`config.mk`:
```
export PLATFORM = sky130hd
export DESIGN_NAME = stopwatch_intr_axil_slave
export DESIGN_NICKNAME = d
export VERILOG_FILES = /design/src/rtl/stopwatch_intr_pkg.sv /design/src/rtl/stopwatch_intr_capture.sv /design/src/rtl/stopwatch_intr_axil_slave.sv
export SDC_FILE = /design/constraint.sdc
export NUM_CORES = 1
export LEC_CHECK = 0
export ABC_AREA = 1
export BUFFER_PORTS_ARGS = -buffer_cell sky130_fd_sc_hd__buf_2
export CORE_ASPECT_RATIO = 0.75
export CORE_UTILIZATION = 41
export DETAILED_ROUTE_END_ITERATION = 10
export GPL_TIMING_DRIVEN = 0
export MAX_ROUTING_LAYER = met4
export PLACE_DENSITY = 0.81
export SLEW_MARGIN = 15
export SYNTH_ARGS = -nofsm -noshare
export SYNTH_HDL_FRONTEND = slang
export SYNTH_SLANG_ARGS = --single-unit
```
`constraint.sdc`:
```
create_clock -name ACLK -period 2.15 [get_ports ACLK]
set_input_delay 0.43 -clock ACLK [delete_from_list [all_inputs] [get_ports ACLK]]
set_output_delay 0.43 -clock ACLK [all_outputs]
set_load 0.02 [all_outputs]
```
`src/rtl/stopwatch_intr_pkg.sv`:
```
// Stopwatch interrupt controller shared definitions.
// Register offsets, AXI response code and write FSM states.
package stopwatch_intr_pkg;

  localparam logic [4:0] GIE_OFF = 5'h00;
  localparam logic [4:0] IER_OFF = 5'h04;
  localparam logic [4:0] ISR_OFF = 5'h08;
  localparam logic [4:0] IAR_OFF = 5'h0C;
  localparam logic [4:0] IPR_OFF = 5'h10;

  localparam logic [2:0] GIE_IDX = GIE_OFF[4:2];
  localparam logic [2:0] IER_IDX = IER_OFF[4:2];
  localparam logic [2:0] ISR_IDX = ISR_OFF[4:2];
  localparam logic [2:0] IAR_IDX = IAR_OFF[4:2];
  localparam logic [2:0] IPR_IDX = IPR_OFF[4:2];

  localparam logic [1:0] AXI_RESP_OKAY = 2'b00;

  typedef enum logic [1:0] {
    W_IDLE,
    W_HAVE_AW,
    W_HAVE_W,
    W_RESP
  } wr_state_e;

endpackage

```
`src/rtl/stopwatch_intr_capture.sv`:
```
// Per-source interrupt capture: edge or level detect.
// A set on the same edge as an ack wins.
module stopwatch_intr_capture
  import stopwatch_intr_pkg::*;
#(
  parameter int NUM_INTR    = 1,
  parameter bit SENSITIVITY = 1'b1
) (
  input  logic                clk,
  input  logic                rst_n,
  input  logic [NUM_INTR-1:0] intr_in,
  input  logic [NUM_INTR-1:0] ack,
  output logic [NUM_INTR-1:0] isr
);

  logic [NUM_INTR-1:0] prev_q, prev_d;
  logic [NUM_INTR-1:0] isr_q, isr_d;
  logic [NUM_INTR-1:0] set;

  // detect events and merge with acks
  always_comb begin
    set    = SENSITIVITY ? (intr_in & ~prev_q)
                         : intr_in;
    prev_d = intr_in;
    isr_d  = (isr_q & ~ack) | set;
  end

  // history and status registers
  always_ff @(posedge clk or negedge rst_n) begin
    if (!rst_n) begin
      prev_q <= '0;
      isr_q  <= '0;
    end else begin
      prev_q <= prev_d;
      isr_q  <= isr_d;
    end
  end

  assign isr = isr_q;

endmodule

```
`src/rtl/stopwatch_intr_axil_slave.sv`:
```
// AXI4-Lite interrupt controller for the stopwatch IP.
// GIE/IER/ISR/IAR/IPR registers and a registered irq.
module stopwatch_intr_axil_slave
  import stopwatch_intr_pkg::*;
#(
  parameter int NUM_INTR         = 1,
  parameter bit SENSITIVITY      = 1'b1,
  parameter bit IRQ_ACTIVE_STATE = 1'b1,
  parameter int ADDR_W           = 5
) (
  input  logic                ACLK,
  input  logic                ARESETN,
  input  logic [NUM_INTR-1:0] intr_in,
  output logic                irq,
  input  logic [ADDR_W-1:0]   S_AXI_AWADDR,
  input  logic [2:0]          S_AXI_AWPROT,
  input  logic                S_AXI_AWVALID,
  output logic                S_AXI_AWREADY,
  input  logic [31:0]         S_AXI_WDATA,
  input  logic [3:0]          S_AXI_WSTRB,
  input  logic                S_AXI_WVALID,
  output logic                S_AXI_WREADY,
  output logic [1:0]          S_AXI_BRESP,
  output logic                S_AXI_BVALID,
  input  logic                S_AXI_BREADY,
  input  logic [ADDR_W-1:0]   S_AXI_ARADDR,
  input  logic [2:0]          S_AXI_ARPROT,
  input  logic                S_AXI_ARVALID,
  output logic                S_AXI_ARREADY,
  output logic [31:0]         S_AXI_RDATA,
  output logic [1:0]          S_AXI_RRESP,
  output logic                S_AXI_RVALID,
  input  logic                S_AXI_RREADY
);

  wr_state_e state_q, state_d;

  logic                out_en_q;
  logic [2:0]          awidx_q, awidx_d;
  logic [7:0]          wbyte_q, wbyte_d;
  logic                wstb_q, wstb_d;
  logic                gie_q, gie_d;
  logic [NUM_INTR-1:0] ier_q, ier_d;
  logic                rvalid_q, rvalid_d;
  logic [31:0]         rdata_q, rdata_d;
  logic                irq_q, irq_d;

  logic                aw_hs, w_hs, ar_hs;
  logic                wr_fire, wr_stb;
  logic [2:0]          wr_idx, ar_idx;
  logic [7:0]          wr_byte;
  logic [NUM_INTR-1:0] ack, isr;
  logic [31:0]         rd_word;
  logic                unused_bits;

  assign unused_bits = ^{S_AXI_AWPROT, S_AXI_ARPROT,
                         S_AXI_AWADDR, S_AXI_ARADDR,
                         S_AXI_WDATA, S_AXI_WSTRB,
                         wr_byte};

  assign aw_hs  = S_AXI_AWVALID && S_AXI_AWREADY;
  assign w_hs   = S_AXI_WVALID && S_AXI_WREADY;
  assign ar_hs  = S_AXI_ARVALID && S_AXI_ARREADY;
  assign ar_idx = S_AXI_ARADDR[4:2];

  stopwatch_intr_capture #(
    .NUM_INTR    (NUM_INTR),
    .SENSITIVITY (SENSITIVITY)
  ) u_capture (
    .clk     (ACLK),
    .rst_n   (ARESETN),
    .intr_in (intr_in),
    .ack     (ack),
    .isr     (isr)
  );

  // write FSM state register
  always_ff @(posedge ACLK or negedge ARESETN) begin
    if (!ARESETN) state_q <= W_IDLE;
    else          state_q <= state_d;
  end

  // write FSM next state, channel latches, commit strobe
  always_comb begin
    state_d = state_q;
    awidx_d = awidx_q;
    wbyte_d = wbyte_q;
    wstb_d  = wstb_q;
    wr_fire = 1'b0;
    wr_idx  = awidx_q;
    wr_byte = wbyte_q;
    wr_stb  = wstb_q;
    unique case (state_q)
      W_IDLE: begin
        if (aw_hs && w_hs) begin
          state_d = W_RESP;
          wr_fire = 1'b1;
          wr_idx  = S_AXI_AWADDR[4:2];
          wr_byte = S_AXI_WDATA[7:0];
          wr_stb  = S_AXI_WSTRB[0];
        end else if (aw_hs) begin
          state_d = W_HAVE_AW;
          awidx_d = S_AXI_AWADDR[4:2];
        end else if (w_hs) begin
          state_d = W_HAVE_W;
          wbyte_d = S_AXI_WDATA[7:0];
          wstb_d  = S_AXI_WSTRB[0];
        end
      end
      W_HAVE_AW: begin
        if (w_hs) begin
          state_d = W_RESP;
          wr_fire = 1'b1;
          wr_byte = S_AXI_WDATA[7:0];
          wr_stb  = S_AXI_WSTRB[0];
        end
      end
      W_HAVE_W: begin
        if (aw_hs) begin
          state_d = W_RESP;
          wr_fire = 1'b1;
          wr_idx  = S_AXI_AWADDR[4:2];
        end
      end
      W_RESP: begin
        if (S_AXI_BREADY) state_d = W_IDLE;
      end
    endcase
  end

  // write channel outputs from state
  always_comb begin
    S_AXI_AWREADY = out_en_q &&
                    (state_q == W_IDLE ||
                     state_q == W_HAVE_W);
    S_AXI_WREADY  = out_en_q &&
                    (state_q == W_IDLE ||
                     state_q == W_HAVE_AW);
    S_AXI_BVALID  = (state_q == W_RESP);
    S_AXI_BRESP   = AXI_RESP_OKAY;
  end

  // register updates from a committed write
  always_comb begin
    gie_d = gie_q;
    ier_d = ier_q;
    ack   = '0;
    if (wr_fire && wr_stb) begin
      unique case (1'b1)
        (wr_idx == GIE_IDX): gie_d = wr_byte[0];
        (wr_idx == IER_IDX): ier_d = wr_byte[NUM_INTR-1:0];
        (wr_idx == IAR_IDX): ack   = wr_byte[NUM_INTR-1:0];
        default: ;
      endcase
    end
  end

  // read mux, read response and irq next values
  always_comb begin
    rd_word = '0;
    unique case (1'b1)
      (ar_idx == GIE_IDX): rd_word[0] = gie_q;
      (ar_idx == IER_IDX): rd_word[NUM_INTR-1:0] = ier_q;
      (ar_idx == ISR_IDX): rd_word[NUM_INTR-1:0] = isr;
      (ar_idx == IPR_IDX): rd_word[NUM_INTR-1:0] = isr & ier_q;
      default: ;
    endcase
    rvalid_d = rvalid_q;
    rdata_d  = rdata_q;
    if (ar_hs) begin
      rvalid_d = 1'b1;
      rdata_d  = rd_word;
    end else if (rvalid_q && S_AXI_RREADY) begin
      rvalid_d = 1'b0;
    end
    irq_d = gie_q && |(isr & ier_q);
  end

  // datapath registers
  always_ff @(posedge ACLK or negedge ARESETN) begin
    if (!ARESETN) begin
      out_en_q <= 1'b0;
      awidx_q  <= '0;
      wbyte_q  <= '0;
      wstb_q   <= 1'b0;
      gie_q    <= 1'b0;
      ier_q    <= '0;
      rvalid_q <= 1'b0;
      rdata_q  <= '0;
      irq_q    <= 1'b0;
    end else begin
      out_en_q <= 1'b1;
      awidx_q  <= awidx_d;
      wbyte_q  <= wbyte_d;
      wstb_q   <= wstb_d;
      gie_q    <= gie_d;
      ier_q    <= ier_d;
      rvalid_q <= rvalid_d;
      rdata_q  <= rdata_d;
      irq_q    <= irq_d;
    end
  end

  assign S_AXI_ARREADY = out_en_q && !rvalid_q;
  assign S_AXI_RVALID  = rvalid_q;
  assign S_AXI_RDATA   = rdata_q;
  assign S_AXI_RRESP   = AXI_RESP_OKAY;
  assign irq = irq_q ? IRQ_ACTIVE_STATE
                     : !IRQ_ACTIVE_STATE;

endmodule

```
==> impl_metrics.tcl <==
set metrics [dict create \
    grt_usage_pct 15.4 \
    hp-class "input pin to async pin" \
    yosysWarningCount 0 \
    port-buffer-count 22 \
    finClkSkew_ns 0.00912 \
    grt_pass1_wl_um 4260 \
    grt_pass1_vias 992 \
    p_int_mw 0.905 \
    placed_area_um2 1690 \
    start_kind "flop" \
    yosys.area.top_type "dfrtp_1" \
    leakage_nw 1.04 \
    dr_total_vias 1232 \
    gp_congestion 0.865 \
    cts_buffers 3 \
    synth_top_area_share_pct 26.8 \
    clockBufferDepth 2 \
    antenna_cells 0 \
    required_ns 1.72 \
    area_growth_pct 24.6 \
    hold_buffers 0 \
    antenna_found_initial 0 \
    status "finished clean" \
    slew_violations 0 \
    p_sw_mw 0.883 \
    ant_nets 0 \
    avgViaCountPerCell 4.23 \
    die_x_um 69.5 \
    syn_avg_cell_area_um2 7.30 \
    rows 17 \
    gr-total-overflow 0 \
    finalSetupTns_ns 0 \
    dieArea_um2 3660 \
    ios 102 \
    ys.flop_type "dfrtp_1" \
    period_minus_slack_ns 2.02 \
    drc 0 \
    critical_path_class "flop to output pin" \
    swShare_pct 49.4 \
    cp_max_fo 10 \
    cts_root_buf "clkbuf_8" \
    power.share.clock_pct 12.8 \
    fmax_mhz 495 \
    seqPwrFrac_pct 23.9 \
    fill_cells 317 \
    cp-end-kind "output pin" \
    syn_inst 192 \
    synth_seq_cells 15 \
    seq_area_frac_synth_pct 26.8 \
    cts_tree "done" \
    drtIter0Drc 32 \
    hold_viol 0 \
    yosys-top-cells-count "nand2_1, buf_4, inv_1" \
    powerDensity_nw_per_um2 1020 \
    first_pass_iters 4 \
    nNetsFinal 319 \
    grt_setup_unrepaired "false" \
    finalSetupViolations 0 \
    avgRoutedWirePerCell_um 8.85 \
    r2r_cells 15 \
    r2r-start "state_q[1]$_DFFE_PN0P_" \
    maxCapViolCount 0 \
    drive_above_1_share_pct 35.2 \
    cts.clk_slew.worst_paths_ns 0.07 \
    grt_max_degree 16 \
    ys_async_sr_fraction_pct 100 \
    die_y_um 52.6 \
    initial_core_util_pct 45.4 \
    coreArea_um2 3080 \
    synthTopCellsByArea "dfrtp_1, buf_4, nand2_1, inv_1, nand3_1" \
    combinationalPowerShare_pct 63.4 \
    period_share_pct 94.0 \
    h-tree-depth 1 \
    synth_edf_count 0 \
    yosysMostFrequentCell "nand2_1" \
    ys_types 28 \
    dp_hpwl_um 2260 \
    cp.arrival_ns 1.59 \
    post_synth_instance_area_um2 1400 \
    design_area_um2 1750 \
    r2r-end "ier_q$_DFFE_PN0P_" \
    finalWirelength_um 2570 \
    clkLatencyLatePin_ns 0.25 \
    ir_drop_uv 671 \
    utilization_pct 56.6 \
    rrSetupSlack_ns 0.13 \
    cts.sinks 15 \
]
-- timing repair --
| action | in CTS | in global routing |
|---|---|---|
| setup endpoints to repair | 0 | 4 |
| setup buffers | 0 | 1 |
| resized for setup | 0 | 4 |
-- logic make-up (layout without fill, tap and decap cells) --
kind of cell,Yosys count,count (layout),share of synthesized area [%]
adders and majority gates,5,5,4.46
buffers and inverters,67,94,28.0
AOI/OAI and AO/OA,19,19,8.30
DFF,15,15,26.8
other,2,36,0.536
and+or+nand+nor,84,84,31.9
-- layer usage --
| layer | vias to the layer above | share of wire, % | track usage, % | wire [um] |
|---|---|---|---|---|
| met1 | 536 | 46 | 19.0 | 1180 |
| met4 | 0 | 0.19 | 3.06 | 5 |
| met5 | - | 0 | - | 0 |
| met3 | 2 | 6.3 | 5.00 | 163 |
| met2 | 36 | 47 | 25.1 | 1220 |
| li1 | 658 | - | - | - |
-- through the flow --
step | hold WS (ns) | std cells | setup WS [ns] | power [mW]
after floorplan | 0.134 | 226 | 0.212 | 1.33
after global placement | 0.357 | 286 | 0.177 | 1.51
after detailed placement | 0.355 | 286 | 0.137 | 1.54
after CTS | 0.0790 | 290 | 0.122 | 1.78
after global routing | 0.0831 | 291 | 0.000568 | 1.97
final | 0.0721 | 291 | 0.129 | 1.79
-- cell usage in the layout (no fill, tap or decap) --
master / synthesis / layout
nand3_4: 1 / 1
nor2_1: 7 / 7
o21ai_1: 0 / 1
a32o_1: 1 / 1
nand3_1: 18 / 18
o21ai_0: 11 / 10
ha_1: 5 / 3
nand3_2: 1 / 1
conb_1: 2 / 36
o22ai_1: 1 / 1
nand3b_1: 4 / 4
buf_4: 35 / 36
a21oi_1: 1 / 1
nor2_4: 2 / 2
ha_2: 0 / 2
o31ai_1: 1 / 1
nand4_1: 1 / 1
inv_2: 6 / 7
nand2_1: 39 / 39
a21oi_2: 2 / 2
nor2_2: 2 / 2
clkbuf_8: 1 / 4
dfrtp_1: 15 / 15
nand2_4: 1 / 1
inv_1: 25 / 24
nor2_8: 1 / 1
o221ai_1: 1 / 1
a31oi_1: 1 / 1
clkinv_2: 0 / 1
buf_2: 0 / 22
nand2_2: 6 / 6
nor3_4: 1 / 1
-- state kept, by name (all words and copies together) (netlist names) --
signal,count
awidx_q,3
state_q,2
S_AXI_RDATA,1
S_AXI_RVALID,1
gie_q,1
ier_q,1
irq_q,1
out_en_q,1
u_capture.isr,1
u_capture.prev_q,1
wbyte_q,1
wstb_q,1
-- power by group through the flow --
| stage | registers [mW] | clock network, mW | logic [mW] |
|---|---|---|---|
| finish | 0.426 | 0.228 | 1.13 |
| global route | 0.440 | 0.257 | 1.27 |
| CTS | 0.425 | 0.235 | 1.12 |
| detailed placement | 0.429 | 0 | 1.11 |
| global placement | 0.427 | 0 | 1.08 |
| floorplan | 0.424 | 0 | 0.911 |
-- worst max path at each step --
stage	from	end	slack, ns
6_report	state_q[1]$_DFFE_PN0P_	S_AXI_WREADY	0.13
5_1_grt	state_q[1]$_DFFE_PN0P_	ier_q$_DFFE_PN0P_	0.0006
4_1_cts	state_q[0]$_DFFE_PN0P_	S_AXI_WREADY	0.12
3_5_place_dp	state_q[1]$_DFFE_PN0P_	ier_q$_DFFE_PN0P_	0.14
3_3_place_gp	state_q[1]$_DFFE_PN0P_	u_capture.isr$_DFF_PN0_	0.18
2_1_floorplan	state_q[0]$_DFFE_PN0P_	gie_q$_DFFE_PN0P_	0.21
-- worst max-delay path: stages (launching register included) --
cell,delay (ns)
dfrtp_1,0.40
inv_1,0.13
ha_2,0.21
clkbuf_8,0.17
nor2_1,0.05
nor2_1,0.19
buf_2,0.21
-- cell type report --
type / instances / area (um2) / area share [%]
multi-input combinational: 144 / 766 / 43.9
sequential: 15 / 375 / 21.5
buffer: 36 / 277 / 15.8
timing repair buffer: 23 / 118 / 6.74
inverter: 31 / 116 / 6.67
tap: 38 / 47.5 / 2.72
clock buffer: 3 / 41.3 / 2.37
clock inverter: 1 / 5.00 / 0.287
(Power assumes the default switching activity.)
